File: src/rtl/mac_pkg.sv
// rtl/mac_pkg.sv - shared types, constants and helpers for the MAC lookup arbiter
package mac_pkg;

    localparam int NUM_PORTS_DEF  = 4;
    localparam int ADDR_WIDTH_DEF = 14;
    localparam int PNUM_W         = $clog2(NUM_PORTS_DEF);

    // Widest packed per-port bus and widest single slice the slicing helper handles
    localparam int MAX_BUS_W  = 1024;
    localparam int MAX_ADDR_W = 64;

    typedef enum logic [1:0] {
        IDLE  = 2'd0,
        ISSUE = 2'd1,
        WAIT  = 2'd2,
        RESP  = 2'd3
    } state_t;

    // Returns slice idx of a bus packed as idx*width +: width, zero-extended
    function automatic logic [MAX_ADDR_W-1:0] slice_addr(
        input logic [MAX_BUS_W-1:0] bus,
        input int unsigned          idx,
        input int unsigned          width
    );
        logic [MAX_BUS_W-1:0]  w_shift;
        logic [MAX_ADDR_W-1:0] w_mask;
        w_shift = bus >> (idx * width);
        w_mask  = (width >= MAX_ADDR_W) ? '1
                                        : ((MAX_ADDR_W'(1) << width) - MAX_ADDR_W'(1));
        return w_shift[MAX_ADDR_W-1:0] & w_mask;
    endfunction

endpackage

File: src/rtl/mac_lookup_arb_if.sv
// rtl/mac_lookup_arb_if.sv - requester, table and statistics signals of the lookup arbiter
interface mac_lookup_arb_if
    import mac_pkg::*;
#(
    parameter int pNUM_PORTS  = NUM_PORTS_DEF,
    parameter int pADDR_WIDTH = ADDR_WIDTH_DEF,
    parameter int pSTAT_WIDTH = 16
);
    localparam int lPNUM_W = (pNUM_PORTS > 1) ? $clog2(pNUM_PORTS) : 1;

    // Requester side
    logic [pNUM_PORTS-1:0]             ireq;
    logic [pNUM_PORTS*pADDR_WIDTH-1:0] isa;
    logic [pNUM_PORTS*pADDR_WIDTH-1:0] ida;
    logic [pNUM_PORTS-1:0]             oack;
    logic [lPNUM_W-1:0]                orsp_pnum;
    logic                              orsp_drop;

    // Table side
    logic [pADDR_WIDTH-1:0]            otbl_sa;
    logic [pADDR_WIDTH-1:0]            otbl_da;
    logic [lPNUM_W-1:0]                otbl_pnum;
    logic                              otbl_wr_en;
    logic [lPNUM_W-1:0]                itbl_pnum;
    logic                              itbl_ready;

    // Statistics
    logic [pSTAT_WIDTH-1:0]            ostat_retry;

    modport slave (
        input  ireq, isa, ida, itbl_pnum, itbl_ready,
        output oack, orsp_pnum, orsp_drop, otbl_sa, otbl_da, otbl_pnum, otbl_wr_en,
        output ostat_retry
    );

    modport master (
        output ireq, isa, ida, itbl_pnum, itbl_ready,
        input  oack, orsp_pnum, orsp_drop, otbl_sa, otbl_da, otbl_pnum, otbl_wr_en,
        input  ostat_retry
    );

endinterface

File: src/rtl/rr_arbiter.sv
// rtl/rr_arbiter.sv - combinational round-robin pick of the first requester at or after a pointer
module rr_arbiter #(
    parameter  int pN = 4,
    localparam int lW = (pN > 1) ? $clog2(pN) : 1
) (
    input  logic [pN-1:0] i_req,
    input  logic [lW-1:0] i_ptr,
    output logic          o_valid,
    output logic [lW-1:0] o_idx
);

    // Scan from the farthest candidate back to the pointer so the nearest requester wins
    always_comb begin
        int w_j;
        o_valid = 1'b0;
        o_idx   = '0;
        w_j     = 0;
        for (int k = pN - 1; k >= 0; k--) begin
            w_j = (int'(i_ptr) + k) % pN;
            if (i_req[lW'(w_j)]) begin
                o_valid = 1'b1;
                o_idx   = lW'(w_j);
            end
        end
    end

endmodule

File: src/rtl/mac_lookup_arb.sv
// rtl/mac_lookup_arb.sv - round-robin sharing of one MAC learn/lookup table between ingress ports
module mac_lookup_arb
    import mac_pkg::*;
#(
    parameter int pNUM_PORTS  = NUM_PORTS_DEF,
    parameter int pADDR_WIDTH = ADDR_WIDTH_DEF,
    parameter int pLOOKUP_LAT = 2,
    parameter int pSTAT_WIDTH = 16
) (
    input  logic             iclk,
    input  logic             irst,
    mac_lookup_arb_if.slave  bif
);

    localparam int lPNUM_W = (pNUM_PORTS > 1) ? $clog2(pNUM_PORTS) : 1;
    // Wait counter only ever holds pLOOKUP_LAT-1 down to 0
    localparam int lCNT_W  = (pLOOKUP_LAT > 1) ? $clog2(pLOOKUP_LAT) : 1;
    localparam logic [lCNT_W-1:0]  lCNT_LOAD = lCNT_W'(pLOOKUP_LAT - 1);
    localparam logic [lPNUM_W-1:0] lLAST     = lPNUM_W'(pNUM_PORTS - 1);

    state_t                  r_state;
    logic [lPNUM_W-1:0]      r_ptr;
    logic [lPNUM_W-1:0]      r_g;
    logic                    r_lock;
    logic [lCNT_W-1:0]       r_cnt;

    logic [pNUM_PORTS-1:0]   r_oack;
    logic [lPNUM_W-1:0]      r_rsp_pnum;
    logic                    r_rsp_drop;
    logic [pADDR_WIDTH-1:0]  r_tbl_sa;
    logic [pADDR_WIDTH-1:0]  r_tbl_da;
    logic [lPNUM_W-1:0]      r_tbl_pnum;
    logic                    r_tbl_wr_en;
    logic [pSTAT_WIDTH-1:0]  r_stat_retry;

    logic                    w_arb_valid;
    logic [lPNUM_W-1:0]      w_arb_idx;
    logic [lPNUM_W-1:0]      w_g;
    logic [pADDR_WIDTH-1:0]  w_sa_sel;
    logic [pADDR_WIDTH-1:0]  w_da_sel;
    logic                    w_abort;

    rr_arbiter #(
        .pN (pNUM_PORTS)
    ) u_rr_arbiter (
        .i_req   (bif.ireq),
        .i_ptr   (r_ptr),
        .o_valid (w_arb_valid),
        .o_idx   (w_arb_idx)
    );

    // An aborted access keeps its port until it is re-issued, ahead of any newcomer
    assign w_g      = r_lock ? r_g : w_arb_idx;
    assign w_sa_sel = pADDR_WIDTH'(slice_addr(MAX_BUS_W'(bif.isa), 32'(w_g), pADDR_WIDTH));
    assign w_da_sel = pADDR_WIDTH'(slice_addr(MAX_BUS_W'(bif.ida), 32'(w_g), pADDR_WIDTH));
    assign w_abort  = !bif.itbl_ready && (r_state == ISSUE || r_state == WAIT);

    // Access sequencer: grant, strobe, wait out the table latency, return the result
    always_ff @(posedge iclk or posedge irst) begin
        if (irst) begin
            r_state      <= IDLE;
            r_ptr        <= '0;
            r_g          <= '0;
            r_lock       <= 1'b0;
            r_cnt        <= '0;
            r_oack       <= '0;
            r_rsp_pnum   <= '0;
            r_rsp_drop   <= 1'b0;
            r_tbl_sa     <= '0;
            r_tbl_da     <= '0;
            r_tbl_pnum   <= '0;
            r_tbl_wr_en  <= 1'b0;
            r_stat_retry <= '0;
        end else begin
            r_oack      <= '0;
            r_rsp_drop  <= 1'b0;
            r_tbl_wr_en <= 1'b0;
            if (w_abort) begin
                // Table went busy mid-access: drop it, remember the port, count the retry
                r_lock  <= 1'b1;
                r_state <= IDLE;
                if (r_stat_retry != '1) begin
                    r_stat_retry <= r_stat_retry + pSTAT_WIDTH'(1);
                end
            end else begin
                case (r_state)
                    IDLE: begin
                        if (bif.itbl_ready && (r_lock || w_arb_valid)) begin
                            r_g         <= w_g;
                            r_tbl_sa    <= w_sa_sel;
                            r_tbl_da    <= w_da_sel;
                            r_tbl_pnum  <= w_g;
                            r_tbl_wr_en <= 1'b1;
                            r_state     <= ISSUE;
                        end
                    end
                    ISSUE: begin
                        r_cnt   <= lCNT_LOAD;
                        r_state <= WAIT;
                    end
                    WAIT: begin
                        if (r_cnt == '0) begin
                            r_rsp_pnum <= bif.itbl_pnum;
                            r_rsp_drop <= (bif.itbl_pnum == r_g);
                            r_oack     <= pNUM_PORTS'(1) << r_g;
                            r_state    <= RESP;
                        end else begin
                            r_cnt <= r_cnt - lCNT_W'(1);
                        end
                    end
                    RESP: begin
                        r_ptr   <= (r_g == lLAST) ? '0 : r_g + lPNUM_W'(1);
                        r_lock  <= 1'b0;
                        r_state <= IDLE;
                    end
                    default: begin
                        r_state <= IDLE;
                    end
                endcase
            end
        end
    end

    assign bif.oack        = r_oack;
    assign bif.orsp_pnum   = r_rsp_pnum;
    assign bif.orsp_drop   = r_rsp_drop;
    assign bif.otbl_sa     = r_tbl_sa;
    assign bif.otbl_da     = r_tbl_da;
    assign bif.otbl_pnum   = r_tbl_pnum;
    assign bif.otbl_wr_en  = r_tbl_wr_en;
    assign bif.ostat_retry = r_stat_retry;

endmodule
File: src/flat_wrapper.sv
// flat-port wrapper written by rule: the top's interface ports become plain ports
module mac_lookup_arb_flat import mac_pkg::*;
#(
    parameter int pNUM_PORTS  = NUM_PORTS_DEF,
    parameter int pADDR_WIDTH = ADDR_WIDTH_DEF,
    parameter int pLOOKUP_LAT = 2,
    parameter int pSTAT_WIDTH = 16
)
  (iclk, irst, bif_ireq, bif_isa, bif_ida, bif_itbl_pnum, bif_itbl_ready, bif_oack, bif_orsp_pnum, bif_orsp_drop, bif_otbl_sa, bif_otbl_da, bif_otbl_pnum, bif_otbl_wr_en, bif_ostat_retry);
  mac_lookup_arb_if #(.pNUM_PORTS(pNUM_PORTS), .pADDR_WIDTH(pADDR_WIDTH), .pSTAT_WIDTH(pSTAT_WIDTH)) bif_i ();
  input  logic iclk;
  input  logic irst;
  input wire logic [$bits(bif_i.ireq)-1:0] bif_ireq;
  input wire logic [$bits(bif_i.isa)-1:0] bif_isa;
  input wire logic [$bits(bif_i.ida)-1:0] bif_ida;
  input wire logic [$bits(bif_i.itbl_pnum)-1:0] bif_itbl_pnum;
  input wire logic [$bits(bif_i.itbl_ready)-1:0] bif_itbl_ready;
  output wire logic [$bits(bif_i.oack)-1:0] bif_oack;
  output wire logic [$bits(bif_i.orsp_pnum)-1:0] bif_orsp_pnum;
  output wire logic [$bits(bif_i.orsp_drop)-1:0] bif_orsp_drop;
  output wire logic [$bits(bif_i.otbl_sa)-1:0] bif_otbl_sa;
  output wire logic [$bits(bif_i.otbl_da)-1:0] bif_otbl_da;
  output wire logic [$bits(bif_i.otbl_pnum)-1:0] bif_otbl_pnum;
  output wire logic [$bits(bif_i.otbl_wr_en)-1:0] bif_otbl_wr_en;
  output wire logic [$bits(bif_i.ostat_retry)-1:0] bif_ostat_retry;
  assign bif_i.ireq = bif_ireq;
  assign bif_i.isa = bif_isa;
  assign bif_i.ida = bif_ida;
  assign bif_i.itbl_pnum = bif_itbl_pnum;
  assign bif_i.itbl_ready = bif_itbl_ready;
  assign bif_oack = bif_i.oack;
  assign bif_orsp_pnum = bif_i.orsp_pnum;
  assign bif_orsp_drop = bif_i.orsp_drop;
  assign bif_otbl_sa = bif_i.otbl_sa;
  assign bif_otbl_da = bif_i.otbl_da;
  assign bif_otbl_pnum = bif_i.otbl_pnum;
  assign bif_otbl_wr_en = bif_i.otbl_wr_en;
  assign bif_ostat_retry = bif_i.ostat_retry;
  mac_lookup_arb #(.pNUM_PORTS(pNUM_PORTS), .pADDR_WIDTH(pADDR_WIDTH), .pLOOKUP_LAT(pLOOKUP_LAT), .pSTAT_WIDTH(pSTAT_WIDTH)) u_core (.iclk(iclk), .irst(irst), .bif(bif_i));
endmodule
File: config.mk
export PLATFORM = sky130hd
export DESIGN_NAME = mac_lookup_arb_flat
export DESIGN_NICKNAME = d
export VERILOG_FILES = /design/src/rtl/mac_pkg.sv /design/src/rtl/mac_lookup_arb_if.sv /design/src/rtl/rr_arbiter.sv /design/src/rtl/mac_lookup_arb.sv /design/src/flat_wrapper.sv
export SDC_FILE = /design/constraint.sdc
export NUM_CORES = 1
export LEC_CHECK = 0
export CORE_UTILIZATION = 43
export DETAILED_ROUTE_END_ITERATION = 6
export PLACE_DENSITY = 0.95
export REMOVE_ABC_BUFFERS = 1
export SLEW_MARGIN = 10
export SYNTH_ARGS = -nofsm -noshare
export SYNTH_HDL_FRONTEND = slang
export SYNTH_SLANG_ARGS = --single-unit
export TNS_END_PERCENT = 20
File: constraint.sdc
create_clock -name iclk -period 5.7 [get_ports iclk]
set_input_delay 1.14 -clock iclk [delete_from_list [all_inputs] [get_ports iclk]]
set_output_delay 1.14 -clock iclk [all_outputs]
set_load 0.1 [all_outputs]
# After elaboration in Yosys (flattened, before gate mapping)
# Cells that the tools add are included.
[totals] input_bits=121 wordCells=89 output_inout_bits=54 ff_bits=60
[op_classes] bitwise_logic=2 n_reduce_logical=14 n_lt_le_gt_ge=4 eq_ne=8 mux=39 n_shift=3 addsub=6 mul=1
[op_table] cell="$shr A56 B6 Y14" count=2
[op_table] cell="$mux W1" count=21
[op_table] cell="$mux W2" count=9
[op_table] cell="$add A16 B1 Y16 const B" count=1
[op_table] cell="$lt A2 B4 Y1 const B" count=4
[op_table] cell="$ne A16 B16 Y1 const B" count=1
[op_table] cell="$mux W4" count=3
[op_table] cell="$bmux W1 S2" count=4
[op_table] cell="$pmux W2 S4" count=1
[op_table] cell="$reduce_and A2 Y1" count=4
[op_table] cell="$eq A2 B2 Y1 const B" count=3
[op_table] cell="$reduce_and A3 Y1" count=2
[op_table] cell="$mul A2 B3 Y5 const B" count=1
[op_table] cell="$add A2 B1 Y2 const B" count=2
[op_table] cell="$add A2 B2 Y2 const B" count=2
[op_table] cell="$reduce_bool A2 Y1" count=2
[op_table] cell="$shl A1 B2 Y4 const A" count=1
[op_table] cell="$ne A3 B1 Y1 const B" count=1
[op_table] cell="$ne A3 B3 Y1 const B" count=1
[op_table] cell="$eq A2 B1 Y1 const B" count=1
[op_table] cell="$eq A2 B2 Y1" count=1
[op_table] cell="$logic_and A1 B1 Y1" count=2
[op_table] cell="$logic_not A2 Y1" count=1
[op_table] cell="$logic_or A1 B1 Y1" count=2
[op_table] cell="other kinds (4)" count=5

# Logic depth before layout (Yosys ltp)
[depth] word_depth=13 depth_mapped=8 depth_no_buf=7

# By module
# From an unflattened synthesis, not the netlist that was laid out.
[unflattened] cells_unflattened=306 area_unflattened_um2=3339.5
[modules_own_cells] module="mac_lookup_arb" area_each_um2=3261.9 cells_per_inst=293 seq_area_each_um2=1501.4 instances=1
[modules_own_cells] module="rr_arbiter" area_each_um2=77.6 cells_per_inst=13 seq_area_each_um2=0.0 instances=1

# Worst setup path before layout
# OpenSTA, ideal clock, no wires.
[synth_timing] kind="reg-to-reg" start="register u_core.r_stat_retry[5], in the netlist u_core.bif.ostat_retry[5]" end="register u_core.r_stat_retry[1], in the netlist u_core.bif.ostat_retry[1]" path_buffers=2 arrival_ns=2.458 slack_ns=3.113 required_ns=5.571 setup_ns=0.129 period_less_slack_ns=2.587 stages_incl_launch_ff=7 path_cell_list="dfrtp_1 -> nand4_1 -> or2_1 -> buf_6 -> o41ai_4 -> buf_6 -> mux2_1"
[synth_between] elab_chain_cells=2
[synth_lines] item="start: declaration" line_no="mac_lookup_arb.sv:34" rtl="logic [pSTAT_WIDTH-1:0] r_stat_retry;"
[synth_lines] item="start signal: assignment" line_no="mac_lookup_arb.sv:83" rtl="r_stat_retry <= r_stat_retry + pSTAT_WIDTH'(1);"
[synth_lines] item="$ne A16 B16 Y1" line_no="mac_lookup_arb.sv:82" rtl="if (r_stat_retry != '1) begin"
[synth_lines] item="$reduce_and A2 Y1 (no source line)"
# Every way passes these cells.
# A chain may end at the register's enable or synchronous reset.

# Final worst setup path
[layout_timing] start="input bif_ireq[3]" end="register u_core.r_g[1]"
[layout_between] elab_chain_cells=10 word_cells_on_any_way=24 classes_between="21 x mux; 3 x reduce/logical"
[layout_lines] item="start: declaration" line_no="flat_wrapper.sv:13" rtl="input wire logic [$bits(bif_i.ireq)-1:0] bif_ireq;"
[layout_lines] item="$bmux W1 S2" line_no="rr_arbiter.sv:20" rtl="if (i_req[lW'(w_j)]) begin"
[layout_lines] item="$mux W1 (implied by the code) (2 in a row)" line_no="rr_arbiter.sv:20"
[layout_lines] item="$mux W1 (4 in a row)" line_no="rr_arbiter.sv:20"
[layout_lines] item="$logic_or A1 B1 Y1" line_no="mac_lookup_arb.sv:88" rtl="if (bif.itbl_ready && (r_lock || w_arb_valid)) begin"
[layout_lines] item="$logic_and A1 B1 Y1" line_no="mac_lookup_arb.sv:88"
[layout_lines] item="$reduce_and A3 Y1 (no source line)"
[layout_lines] item="end signal: assignment" line_no="mac_lookup_arb.sv:89" rtl="r_g <= w_g;"
[layout_lines] item="end: declaration" line_no="mac_lookup_arb.sv:23" rtl="logic [lPNUM_W-1:0] r_g;"
# Several ways; a longest one is shown, not always the timed one. The select of a mux whose other input is x is not followed.

==> metrics.md <==
| Metric | Value |
|---|---|
| Synth Register Bits | 60 |
| Hold Violations, Final | 0 |
| Synth async-reset ratio | 100% |
| Final instance area | 0.00527 mm^2 |
| Worst Setup Start Kind | primary input |
| XOR/XNOR Fraction of Synth Area | 3.68% |
| Largest family of logic cells by synthesized area | multiplexers |
| Final Cycle Share | 63.6% |
| TritonCTS clock tree | built |
| Crit end category | flop |
| Final setup fails | 0 |
| Post-synthesis cell type count | 45 |
| PostCTS Resize Cnt | 0 |
| PD cells | 602 mW/mm^2 |
| Largest area contributor in the netlist | dfrtp_1 |
| Clk_lat worst skew | 0.32 ns |
| Root buf cell | clkbuf_8 |
| HP Class | flop to flop |
| Total wire length | 10,300 um |
| Setup TNS | 0 ns |
| DR WL/cell | 17.7 um |
| # hold bufs at CTS | 0 |
| Area post-placement | 0.00511 mm^2 |
| Yosys warnings | 0 |
| Cells on Worst Hold Path | 2 |
| WHS Endpoint | u_core.bif.otbl_da[9] |
| Synth Area in Compound Gates | 12.4% |
| Post-CTS Setup Bufs | 0 |
| Die Height | 90.0 um |
| Placement Setup Slack | 1.69 ns |
| Number of buffers created by CTS | 9 |
| Worst Hold Launch | u_core.bif.otbl_da[9] |
| Top-area cell type share of the netlist area | 45.1% |
| DR DRC count | 0 |
| Inst Count DP | 564 |
| Simple-gate share of the synthesized area | 11.9% |
| Clock buffer depth | 2 |
| Reg2Reg Setup Slack | 3.00 ns |
| Fill count | 545 |
| Ys flop type | dfrtp_1 |
| Worst Path Required | 5.83 ns |
| Port buffer count | 174 |
| Post-synth EDFFs | 0 |
| DRT Pass-1 Iters | 4 |
| Number of core rows | 31 |
| Syn-to-layout area delta | 58.1% |
| Post-synth top cells | dfrtp_1 (60), mux2i_1 (58), nand2_1 (34), o221ai_1 (28), nor2_1 (12) |
| Layout cells sized above 1 | 4.99% |
| Clock sink count | 60 |
| Ant. Diodes | 0 |
| Initial DRC Count | 117 |
| Vias per cell | 5.43 |
| Die span in x | 90.0 um |
| Total GRT Usage | 25.0% |
| Routed Antenna Nets | 0 |
| Min Tclk post-route | 3.63 ns |
| Gp weighted congestion | 0.861 |
| Final Non-Filler Cells | 580 |
| Skew final | 0.0116 ns |
| Synth Area in Adders | 3.38% |
| Max-slew headroom | 30.6% |
| Die area | 0.00810 mm^2 |
| Ports | 175 |
| Core area | 0.00737 mm^2 |
| Htree depth | 3 |
| Crit Path Max Fanout | 32 |
| Worst Reg-to-Reg Cells | 5 |
| Worst-margin pin slew | 1.04 ns |
| Syn Area/Cell | 10.9 um^2 |
| Final worst slack | 2.07 ns |
| Final core occ | 71.5% |
| HPWL Detailed | 7560 um |
| Grt ovf | 0 |
| RR Startpoint | u_core.r_lock |
| Max_cap viols | 0 |
| Mux cell area share after synthesis | 18.8% |
| Layout Nets | 606 |
| Vias | 3,148 |
| Main area contributors after synthesis | dfrtp_1 (45%), mux2i_1 (17%), o221ai_1 (7.4%), nand2_1 (3.8%), ha_1 (3.4%) |
| Status | finished, final reports clean |
| Largest vdd supply drop | 0.435 mV |
| Worst Path Arrival | 3.75 ns |
| Leak | 2.34 nW |
| Pins Over Slew Limit | 0 |
| Mapped Cells | 306 |
| Initial core utilization | 45.2% |
| Post-synthesis sequential area ratio | 45.1% |
| Largest net degree at the start of global routing | 61 |
| First-pass GRT wire length | 16,200 um |
| Syn Std Cell Area | 0.00333 mm^2 |
| Clock-pin transition on the worst setup and hold timing paths | 0.06 ns |
| Cell with the most instances after synthesis | dfrtp_1 |
| Total power | 3.17 mW |
| RSZ-0062 raised after global routing | false |
| Critical path type | primary input to flop |
| Initial antenna violation count | 0 |
| Max Freq | 276 MHz |
| Hold Slack | 0.487 ns |
| R2R Path End | u_core.r_g[1] |
| Number of global-route vias before repair | 3,316 |
## cells in the final DEF, fill, tap and decap left out, types with 4 or more instances in the layout
| master | instances |
|---|---|
| nand4_1 | 4 |
| nand2_1 | 34 |
| nor2b_1 | 5 |
| clkbuf_1 | 4 |
| xor2_1 | 7 |
| o21ai_0 | 4 |
| a21oi_1 | 4 |
| and2_1 | 4 |
| clkbuf_8 | 10 |
| nor2_1 | 12 |
| xnor2_1 | 7 |
| inv_1 | 9 |
| ha_1 | 9 |
| o221ai_1 | 28 |
| mux2i_1 | 58 |
| dfrtp_1 | 60 |
| nor3_1 | 8 |
| clkdlybuf4s50_1 | 174 |
## worst max-delay path: stages
cell	delay, ns
clkdlybuf4s50_1	0.49
or4_1	0.57
o211ai_2	0.15
buf_4	0.34
or2_1	0.81
o21ai_0	0.25
## how the worst max path moves through the flow
stage	cells past startpoint	startpoint	slack [ns]	end
after floorplan	5	bif_ireq[0]	1.66	u_core.bif.otbl_da[11]
after global placement	6	bif_ireq[3]	1.85	u_core.bif.otbl_sa[13]
after detailed placement	6	bif_ireq[3]	1.69	u_core.r_g[1]
after CTS	6	bif_ireq[3]	2.05	u_core.r_g[1]
after global routing	6	bif_ireq[3]	1.94	u_core.bif.otbl_da[9]
final	6	bif_ireq[3]	2.07	u_core.r_g[1]
## registers in the layout, summed over array words and instances, names as in the netlist
name,flops
u_core.bif.orsp_pnum,2
u_core.bif.oack,4
u_core.bif.otbl_sa,14
u_core.bif.orsp_drop,1
u_core.r_g,2
u_core.r_lock,1
u_core.bif.ostat_retry,16
u_core.r_cnt,1
u_core.bif.otbl_da,14
u_core.bif.otbl_wr_en,1
u_core.r_state,2
u_core.r_ptr,2
## cell families after synthesis
| kind of cell | count (synthesis) |
|---|---|
| buffers and inverters | 28 |
| XOR/XNOR | 14 |
| AND/OR/NAND/NOR | 83 |
| adder cells (fa/ha/maj) | 9 |
| flip-flops | 60 |
| AO/OA/AOI/OAI | 50 |
| multiplexers | 62 |
## metal layers
metal / part of all wire (%) / global-route usage (%) / wire [um] / up-vias
met1: 38 / 28.1 / 3940 / 1521
met4: 1.7 / 8.06 / 178 / 0
li1: - / - / - / 1462
met3: 7.0 / 6.09 / 716 / 20
met5: 0 / 0 / 0 / -
met2: 53 / 46.1 / 5410 / 145
## where the power goes
group	switching, mW	internal, mW	leakage, nW	total (mW)
sequential	0.132	0.583	0.754	0.715
combinational	1.50	0.635	1.51	2.13
clock	0.154	0.169	0.0844	0.323
total	1.78	1.39	2.34	3.17
## cell type report
class | count | area, um^2 | share of cell area [%]
Multi-Input combinational cell | 218 | 1680 | 31.9
Clock buffer | 14 | 153 | 2.90
Sequential cell | 60 | 1500 | 28.5
Clock inverter | 2 | 10.0 | 0.190
Tap cell | 99 | 124 | 2.35
Timing Repair Buffer | 176 | 1760 | 33.3
Inverter | 11 | 41.3 | 0.784
Note: power is estimated with default switching activity, not from simulation.
